==> config.mk <==
export PLATFORM = sky130hd
export DESIGN_NAME = spi_adc_master
export DESIGN_NICKNAME = d
export VERILOG_FILES = /design/src/rtl/spi_adc_master_pkg.sv /design/src/rtl/spi_clk_gen.sv /design/src/rtl/spi_adc_master.sv
export SDC_FILE = /design/constraint.sdc
export NUM_CORES = 1
export LEC_CHECK = 0
export BUFFER_PORTS_ARGS = -buffer_cell sky130_fd_sc_hd__buf_2
export CAP_MARGIN = 20
export CORE_MARGIN = 3
export CORE_UTILIZATION = 55
export CTS_CLUSTER_SIZE = 16
export DETAILED_ROUTE_END_ITERATION = 8
export PLACE_DENSITY = 0.8
export RECOVER_POWER = 50
export SYNTH_ARGS = -nofsm -noshare
export SYNTH_HDL_FRONTEND = slang
export SYNTH_HIERARCHICAL = 1
export SYNTH_SLANG_ARGS = --single-unit
==> constraint.sdc <==
create_clock -name CLOCK_50 -period 2.3 [get_ports CLOCK_50]
set_input_delay 0.46 -clock CLOCK_50 [delete_from_list [all_inputs] [get_ports CLOCK_50]]
set_output_delay 0.46 -clock CLOCK_50 [all_outputs]
set_load 0.05 [all_outputs]
==> src/rtl/spi_adc_master_pkg.sv <==
// Shared definitions for the SPI ADC master.
//   state_t       : controller states IDLE/SETUP/XFER/HOLD/DONE
//   MODE0..MODE3  : SPI mode encodings as {CPOL,CPHA}
//   SS_W(n)       : width of a slave index for n selects, never below 1
package spi_adc_pkg;

  typedef enum logic [2:0] {
    IDLE,
    SETUP,
    XFER,
    HOLD,
    DONE
  } state_t;

  localparam logic [1:0] MODE0 = 2'b00;
  localparam logic [1:0] MODE1 = 2'b01;
  localparam logic [1:0] MODE2 = 2'b10;
  localparam logic [1:0] MODE3 = 2'b11;

  function automatic int SS_W(input int n);
    return (n > 1) ? $clog2(n) : 1;
  endfunction

endpackage

==> src/rtl/spi_clk_gen.sv <==
// Divider that paces the SPI master: SETUP, HOLD and every SCLK half-period
// are each one tick long.
//   CLOCK_50 : system clock (rising edge)
//   RESET    : synchronous active-high reset
//   en       : count while high; counter is cleared while low
//   tick     : one-cycle pulse on every CLK_DIV-th enabled cycle
module spi_clk_gen #(
  parameter int CLK_DIV = 4
) (
  input  logic CLOCK_50,
  input  logic RESET,
  input  logic en,
  output logic tick
);

  localparam int CNT_W = (CLK_DIV > 1) ? $clog2(CLK_DIV) : 1;
  localparam logic [CNT_W-1:0] CNT_LAST = CNT_W'(CLK_DIV - 1);

  logic [CNT_W-1:0] cnt_reg;

  // Clearing while disabled makes the first tick after enable land exactly
  // CLK_DIV cycles later, which is what gives SETUP its fixed length.
  assign tick = en && (cnt_reg == CNT_LAST);

  always_ff @(posedge CLOCK_50) begin
    if (RESET || !en) begin
      cnt_reg <= '0;
    end else if (tick) begin
      cnt_reg <= '0;
    end else begin
      cnt_reg <= cnt_reg + 1'b1;
    end
  end

endmodule

==> src/rtl/spi_adc_master.sv <==
// Parametrised SPI master for the ADC link: one frame per accepted start,
// MSB first, any CPOL/CPHA mode, one of NUM_SS active-low selects.
//   CLOCK_50, RESET        : clock and synchronous active-high reset
//   start, ss_sel, tx_data : request; captured only in IDLE
//   rx_data                : last received frame, updated with done
//   busy, done             : frame in progress / one-cycle completion pulse
//   SPI_MISO, SPI_MOSI, SPI_CLOCK, SPI_SS : board SPI pins
// Optional: define SPI_ADC_MASTER_LOOPBACK_EN to add the 'loopback' input,
// which makes the receiver sample its own MOSI instead of SPI_MISO.
module spi_adc_master
  import spi_adc_pkg::*;
#(
  parameter int DATA_W  = 16,
  parameter int NUM_SS  = 4,
  parameter int CLK_DIV = 4,
  parameter int CPOL    = 0,
  parameter int CPHA    = 0
) (
  input  logic                      CLOCK_50,
  input  logic                      RESET,
  input  logic                      start,
  input  logic [SS_W(NUM_SS)-1:0]   ss_sel,
  input  logic [DATA_W-1:0]         tx_data,
  output logic [DATA_W-1:0]         rx_data,
  output logic                      busy,
  output logic                      done,
`ifdef SPI_ADC_MASTER_LOOPBACK_EN
  input  logic                      loopback,
`endif
  input  logic                      SPI_MISO,
  output logic                      SPI_MOSI,
  output logic                      SPI_CLOCK,
  output logic [NUM_SS-1:0]         SPI_SS
);

  localparam int SS_WIDTH = SS_W(NUM_SS);
  localparam logic [1:0] MODE = {CPOL != 0, CPHA != 0};
  localparam logic IDLE_LVL = (MODE == MODE2) || (MODE == MODE3);
  // CPHA=0 samples on leading edges and shifts on trailing ones; CPHA=1 is
  // the mirror image.
  localparam logic SAMPLE_ON_LEAD = !((MODE == MODE1) || (MODE == MODE3));
  localparam int HALF_W = $clog2(2 * DATA_W);
  localparam logic [HALF_W-1:0] HALF_LAST = HALF_W'(2 * DATA_W - 1);
  localparam logic [SS_WIDTH:0] NUM_SS_L = (SS_WIDTH + 1)'(NUM_SS);

  state_t              state_reg;
  logic [HALF_W-1:0]   half_cnt_reg;
  logic [DATA_W-1:0]   tx_shift_reg;
  logic [DATA_W-1:0]   rx_shift_reg;
  logic [DATA_W-1:0]   rx_data_reg;
  logic                busy_reg;
  logic                done_reg;
  logic                mosi_reg;
  logic                sclk_reg;
  logic [NUM_SS-1:0]   ss_reg;

  logic                tick;
  logic                clk_en;
  logic                sel_ok;
  logic [NUM_SS-1:0]   ss_dec;
  logic                rx_bit;
  logic                lead_edge;
  logic                sample_now;
  logic                shift_now;

  assign clk_en = (state_reg == SETUP) || (state_reg == XFER) || (state_reg == HOLD);

  spi_clk_gen #(
    .CLK_DIV (CLK_DIV)
  ) u_clk_gen (
    .CLOCK_50 (CLOCK_50),
    .RESET    (RESET),
    .en       (clk_en),
    .tick     (tick)
  );

  // Selects beyond NUM_SS (possible when NUM_SS is not a power of two) are
  // rejected rather than aliased onto a real slave.
  assign sel_ok = ({1'b0, ss_sel} < NUM_SS_L);

  genvar gi;
  generate
    for (gi = 0; gi < NUM_SS; gi++) begin : g_ss_dec
      assign ss_dec[gi] = (ss_sel != SS_WIDTH'(gi));
    end
  endgenerate

`ifdef SPI_ADC_MASTER_LOOPBACK_EN
  assign rx_bit = loopback ? mosi_reg : SPI_MISO;
`else
  assign rx_bit = SPI_MISO;
`endif

  // Even half-period ticks move SCLK away from idle (leading edge).
  assign lead_edge  = ~half_cnt_reg[0];
  assign sample_now = (lead_edge == SAMPLE_ON_LEAD);
  assign shift_now  = (lead_edge != SAMPLE_ON_LEAD);

  always_ff @(posedge CLOCK_50) begin
    if (RESET) begin
      state_reg    <= IDLE;
      half_cnt_reg <= '0;
      tx_shift_reg <= '0;
      rx_shift_reg <= '0;
      rx_data_reg  <= '0;
      busy_reg     <= 1'b0;
      done_reg     <= 1'b0;
      mosi_reg     <= 1'b0;
      sclk_reg     <= IDLE_LVL;
      ss_reg       <= '1;
    end else begin
      done_reg <= 1'b0;
      case (state_reg)
        IDLE: begin
          if (start && sel_ok) begin
            state_reg    <= SETUP;
            busy_reg     <= 1'b1;
            ss_reg       <= ss_dec;
            half_cnt_reg <= '0;
            if (SAMPLE_ON_LEAD) begin
              // MSB must already be on the wire before the first leading edge.
              mosi_reg     <= tx_data[DATA_W-1];
              tx_shift_reg <= {tx_data[DATA_W-2:0], 1'b0};
            end else begin
              mosi_reg     <= 1'b0;
              tx_shift_reg <= tx_data;
            end
          end
        end
        SETUP: begin
          if (tick) begin
            state_reg <= XFER;
          end
        end
        XFER: begin
          if (tick) begin
            sclk_reg <= ~sclk_reg;
            if (sample_now) begin
              rx_shift_reg <= {rx_shift_reg[DATA_W-2:0], rx_bit};
            end
            if (shift_now) begin
              mosi_reg     <= tx_shift_reg[DATA_W-1];
              tx_shift_reg <= {tx_shift_reg[DATA_W-2:0], 1'b0};
            end
            // Half-period counter stops at its last value; the state change
            // ends the frame instead of a wrap.
            if (half_cnt_reg == HALF_LAST) begin
              state_reg <= HOLD;
            end else begin
              half_cnt_reg <= half_cnt_reg + 1'b1;
            end
          end
        end
        HOLD: begin
          if (tick) begin
            state_reg   <= DONE;
            ss_reg      <= '1;
            busy_reg    <= 1'b0;
            done_reg    <= 1'b1;
            rx_data_reg <= rx_shift_reg;
            mosi_reg    <= 1'b0;
          end
        end
        DONE: begin
          state_reg <= IDLE;
        end
        default: begin
          state_reg <= IDLE;
        end
      endcase
    end
  end

  assign rx_data   = rx_data_reg;
  assign busy      = busy_reg;
  assign done      = done_reg;
  assign SPI_MOSI  = mosi_reg;
  assign SPI_CLOCK = sclk_reg;
  assign SPI_SS    = ss_reg;

endmodule

[After elaboration in Yosys (flattened, before gate mapping)]
Index checks and enable logic that the tools add are counted.
Word-level totals
  register bits: 66
  output and inout port bits: 24
  logic and storage cells: 76
Cells by class
  add/sub/neg operators: 2
  equal/unequal tests: 15
  muxes and demuxes: 25
  bitwise gates (word level): 3
  reductions and logical operators: 20
Operators with widths (count)
  $mux W16: 3
  $pmux W16 S2: 1
  $ne A2 B2 Y1 const B: 8
  $mux W3: 5
  $mux W5: 3
  $pmux W3 S4: 1
  $pmux W5 S2: 1
  $reduce_and A5 Y1: 2
  $mux W4: 2
  $pmux W4 S2: 1
  $reduce_and A4 Y1: 2
  $eq A3 B2 Y1 const B: 2
  $mux W1: 6
  $reduce_and A3 Y1: 2
  $reduce_bool A2 Y1: 3
  $add A5 B1 Y5 const B: 1
  $eq A5 B5 Y1 const B: 1
  $ne A2 B1 Y1 const B: 2
  $reduce_and A2 Y1: 2
  $reduce_or A2 Y1: 2
  $eq A3 B1 Y1 const B: 1
  $logic_not A3 Y1: 1
  $logic_or A1 B1 Y1: 3
  $not A1 Y1: 3
  7 further kinds: 7

[Depth between registers and ports, before layout]
  depth after elaboration: 6
  gate-level depth with buffers: 10

[Hierarchy]
The synthesis kept the hierarchy.
By module, submodules not included
  spi_adc_master: times used 1, cells an instance 311, area an instance 2511.2 um^2, sequential area each 1261.2 um^2
  spi_clk_gen: times used 1, cells an instance 6, area an instance 86.3 um^2, sequential area each 40.0 um^2

[Worst setup path after synthesis]
OpenSTA, ideal clock, no wires.
  kind: reg2reg
  start: reg state_reg[0]
  end: reg rx_shift_reg[0]
  arrival time: 1.977 ns
  data required time: 2.168 ns
  path slack: 0.191 ns
  stages on the path, launching flop included: 11
  period minus slack after synthesis: 2.109 ns
  cell sequence: dfxtp_1 -> buf_2 -> nor2_1 -> nor2_1 -> and2_1 -> nand2_1 -> or4_1 -> clkbuf_1 -> clkbuf_1 -> nand2_1 -> a21oi_1
On the way
  cells in the longest elaborated chain, start to end: 5
  elaborated cells on any way between the ends: 7
Ends and longest elaborated chain
  start, declared: RTL line spi_adc_master.sv:46  | state_t state_reg;
  start signal, assigned: RTL line spi_adc_master.sv:101  | state_reg <= IDLE;
  start signal, assigned: RTL line spi_adc_master.sv:116  | state_reg <= SETUP;
  start signal, assigned: RTL line spi_adc_master.sv:132  | state_reg <= XFER;
  $eq A3 B1 Y1 / $eq A3 B2 Y1 (equally long branches): RTL line spi_adc_master.sv:66  | assign clk_en = (state_reg == SETUP) || (state_reg == XFER) || (state_reg == HOLD);
  $logic_or A1 B1 Y1: RTL line spi_adc_master.sv:66
  $logic_or A1 B1 Y1 *: RTL line spi_adc_master.sv:66
  via clk_en: RTL line spi_adc_master.sv:58  | logic clk_en;
  $logic_and A1 B1 Y1 *: RTL line spi_clk_gen.sv:23  | assign tick = en && (cnt_reg == CNT_LAST);
  via tick: RTL line spi_adc_master.sv:57  | logic tick;
  $reduce_and A3 Y1 (no source line) *
  end signal, assigned: RTL line spi_adc_master.sv:139  | rx_shift_reg <= {rx_shift_reg[DATA_W-2:0], rx_bit};
  end, declared: RTL line spi_adc_master.sv:49  | logic [DATA_W-1:0] rx_shift_reg;
The timed path passes the listed nets; every way through them passes the cells marked *.
A chain may end at the register's enable or synchronous reset.

[Worst setup path in the final report]
  start: reg half_cnt_reg[0]
  end: reg half_cnt_reg[3]
On the way
  cells in the longest elaborated chain, start to end: 4
  elaborated cells on any way between the ends: 7
Ends and longest elaborated chain
  start, declared: RTL line spi_adc_master.sv:47  | logic [HALF_W-1:0] half_cnt_reg;
  start signal, assigned: RTL line spi_adc_master.sv:150  | half_cnt_reg <= half_cnt_reg + 1'b1;
  $add A5 B1 Y5: RTL line spi_adc_master.sv:150
  $mux W5: RTL line spi_adc_master.sv:147  | if (half_cnt_reg == HALF_LAST) begin
  $mux W5: RTL line spi_adc_master.sv:136  | if (tick) begin
  $pmux W5 S2: RTL line spi_adc_master.sv:113  | case (state_reg)
Parallel ways exist; a longest one is shown, timed or not. The select of a mux whose other input is x is not followed.

==> impl_metrics.py <==
metrics = {
    "run_status": {
        "status": "finished, final reports clean",
    },
    "final_layout": {
        "syn2layout_area_growth_pct": 14.1,
        "postLayoutCellArea_sq_um": 2960,
        "drive_gt1_frac": 0.129,
        "fill_cells": 403,
        "antenna-diode-count": 0,
        "nNetsFinal": 384,
    },
    "sta": {
        "setup_ws_ps": 120,
        "max_freq_mhz": 459,
        "slew_violations": 0,
        "period_share": 0.948,
        "fin_worst_skew_ps": 5.72,
        "slew_headroom": 0.159,
        "period_needed_ps": 2180,
        "setup_viol": 0,
        "fin_tns_setup_ps": 0,
        "tightestPinTransition_ps": 1260,
        "rsz0062_at_grt": "false",
        "final_hold_viol_count": 0,
    },
    "setup_path": {
        "crit_path_end_kind": "flip-flop",
        "cp_num_cells": 7,
        "path_buf_inv": 0,
        "r2r_start": "half_cnt_reg[0]",
        "crit_path_start": "half_cnt_reg[0]",
        "r2r_slack_ps": 120,
        "path_max_fanout": 5,
        "critPathKind": "reg2reg",
        "crit_family": "simple AND/OR/NAND/NOR gates",
        "cp_slowest_stage_delay_ps": 480,
        "cp-start-kind": "flip-flop",
        "crit_top_cell": "ha_1",
        "cp.required_ps": 2550,
        "regToRegEndpoint": "half_cnt_reg[3]",
        "rr_worst_depth": 7,
        "worstPathCellList": "ha_1 -> and3_1 -> ha_1 -> nand3b_1 -> a211o_1 -> or4_1 -> a21oi_1",
        "endpoint": "half_cnt_reg[3]",
        "arrival_ps": 2430,
        "slowest_stage": "or4_1",
    },
    "placement": {
        "place_area_sq_um": 2870,
        "portBuffers": 45,
        "post-place-ws_ps": 135,
        "hpwl_um": 3330,
        "gp_congestion": 0.759,
    },
    "route": {
        "routedWlPerCell_um": 12.2,
        "drc_errors": 0,
        "drtPass1Iterations": 4,
        "dr.first_iter.drc_count": 188,
        "drt-total-wl_um": 5090,
        "ant_nets": 0,
        "vias": 2250,
        "viasPerCell": 5.41,
    },
    "logic_synthesis": {
        "synth.most_common_cell": "nand2_1",
        "yosys_warnings": 6,
        "ys_top_cells_by_count": "nand2_1, dfxtp_1, a21oi_1",
        "syn-cell-area_sq_um": 2600,
        "synth-seq-cells": 65,
        "syn_avg_cell_area_sq_um": 8.19,
        "synth_cell_type_count": 38,
        "synthTopCellsByArea": "dfxtp_1, nand2_1, a21oi_1, a311oi_1, nor2_1",
        "ys.flop_type": "dfxtp_1",
        "synth_edf_count": 0,
        "yosys.area.top_type_share": 0.501,
        "synth_area_leader_cell": "dfxtp_1",
        "synth_cells": 317,
        "synth_nets": 342,
        "synthArstFlopShare": 0,
        "ys_seq_area_frac": 0.501,
    },
    "clock_tree": {
        "cts_buffers": 9,
        "cts.htree.levels": 3,
        "cts_tree": "built",
        "cts_buffer_depth": 2,
        "cts.sinks": 65,
        "cts.clk_slew.worst_paths_ps": 60,
        "root_buffer": "clkbuf_8",
        "post_cts_buffers": 0,
        "cts_resized": 0,
        "postCtsHoldBufs": 0,
        "insertion_delay_ps": 340,
    },
    "power": {
        "clkPwrFrac": 0.376,
        "internal-power_mw": 1.59,
        "p_switching_uw": 505,
        "vdd_drop_max_mv": 0.579,
        "p_leak_nw": 1.08,
        "seq_power_share": 0.558,
        "combPwrFrac": 0.066,
        "switching_share": 0.241,
        "p_per_area_nw_per_um2": 707,
        "power_mw": 2.09,
    },
    "global_routing": {
        "grt.overflow.total": 0,
        "antenna_found_initial": 0,
        "grt_use_total": 0.192,
        "grt_pass1_wl_um": 8060,
        "grt_pass1_vias": 1891,
        "grt_start_max_net_pins": 36,
    },
    "die": {
        "chipHeight_um": 74.7,
        "ios": 46,
        "fp.dieW_um": 74.7,
        "initial_utilization": 0.584,
        "dieArea_sq_um": 5580,
        "rows": 24,
        "fp.coreArea_sq_um": 4440,
    },
    "hold_path": {
        "hold_class": "in2reg",
    },
    "job": {
        "timing.max_cap.violations": 0,
    },
}
final cells by class:
cell class              count  area, sq um  share of cell area
flip-flops and latches     65         1300               0.439
multi-input cells         227         1180               0.398
repair buffers             54          255              0.0861
clock buffers              12          135              0.0456
well taps                  52         65.1              0.0220
clock inverters             4         20.0             0.00676
inverters                   2         7.51             0.00253
placed cells by master (no fill, tap or decap), drive strengths merged, types with 2 or more instances in the layout:
cell type  netlist  routed
dfxtp           65      65
nand3            5       5
o32ai            4       4
nand3b           2       2
a21oi           40      40
a311oi          14      14
nor3             3       3
clkinv           0       4
buf              9      27
a211oi           2       2
nor2            25      25
nand4b           2       2
or4              2       2
clkbuf          14      39
o21ai            4       4
inv              2       2
nand2b           6       6
nand2           99      99
ha               3       3
metrics by stage:
stage / util / cells / hold slack [ps]
2_1_floorplan: - / 317 / 419
3_3_place_gp: 0.646 / 400 / 426
3_5_place_dp: 0.646 / 400 / 440
4_1_cts: 0.680 / 416 / 347
5_1_grt: 0.667 / 416 / 358
6_report: 0.667 / 416 / 359
worst register-to-register path, delay by kind of cell (launching register included):
family | cells | cell delay, ps
fa+ha+maj | 2 | 400
simple gates | 3 | 850
compound gates | 2 | 520
flops | 1 | 310
power by group through the flow:
stage,Sequential [mW],Combinational [mW],Clock (mW)
floorplan,1.21,0.0828,0
global placement,1.19,0.141,0
detailed placement,1.19,0.144,0
CTS,1.17,0.144,0.809
global route,1.17,0.153,0.864
finish,1.17,0.137,0.788
logic make-up (layout without fill, tap and decap cells):
family          Yosys count  after routing  synth area share
mux                       1              1           0.00385
compound gates           66             66             0.158
flops                    65             65             0.501
simple gates            155            155             0.273
buf+inv                  25             72            0.0429
fa+ha+maj                 3              3            0.0145
xor+xnor                  2              2           0.00674
layer usage:
metal,GRT usage,wire (um),vias to the layer above
met3,0.0841,221,9
met1,0.232,2410,1042
li1,-,-,1164
met4,0.0711,80,0
met5,0,0,-
met2,0.302,2380,35
worst min path at each step:
| stage | end | from | depth (start not counted) | slack, ps |
|---|---|---|---|---|
| 2_1_floorplan | u_clk_gen/cnt_reg[0] | u_clk_gen/cnt_reg[0] | 1 | 420 |
| 3_3_place_gp | u_clk_gen/cnt_reg[0] | u_clk_gen/cnt_reg[0] | 1 | 430 |
| 3_5_place_dp | u_clk_gen/cnt_reg[0] | u_clk_gen/cnt_reg[0] | 1 | 440 |
| 4_1_cts | rx_shift_reg[0] | SPI_MISO | 3 | 350 |
| 5_1_grt | rx_shift_reg[0] | SPI_MISO | 3 | 360 |
| 6_report | rx_shift_reg[0] | SPI_MISO | 3 | 360 |
(Power assumes the default switching activity.)
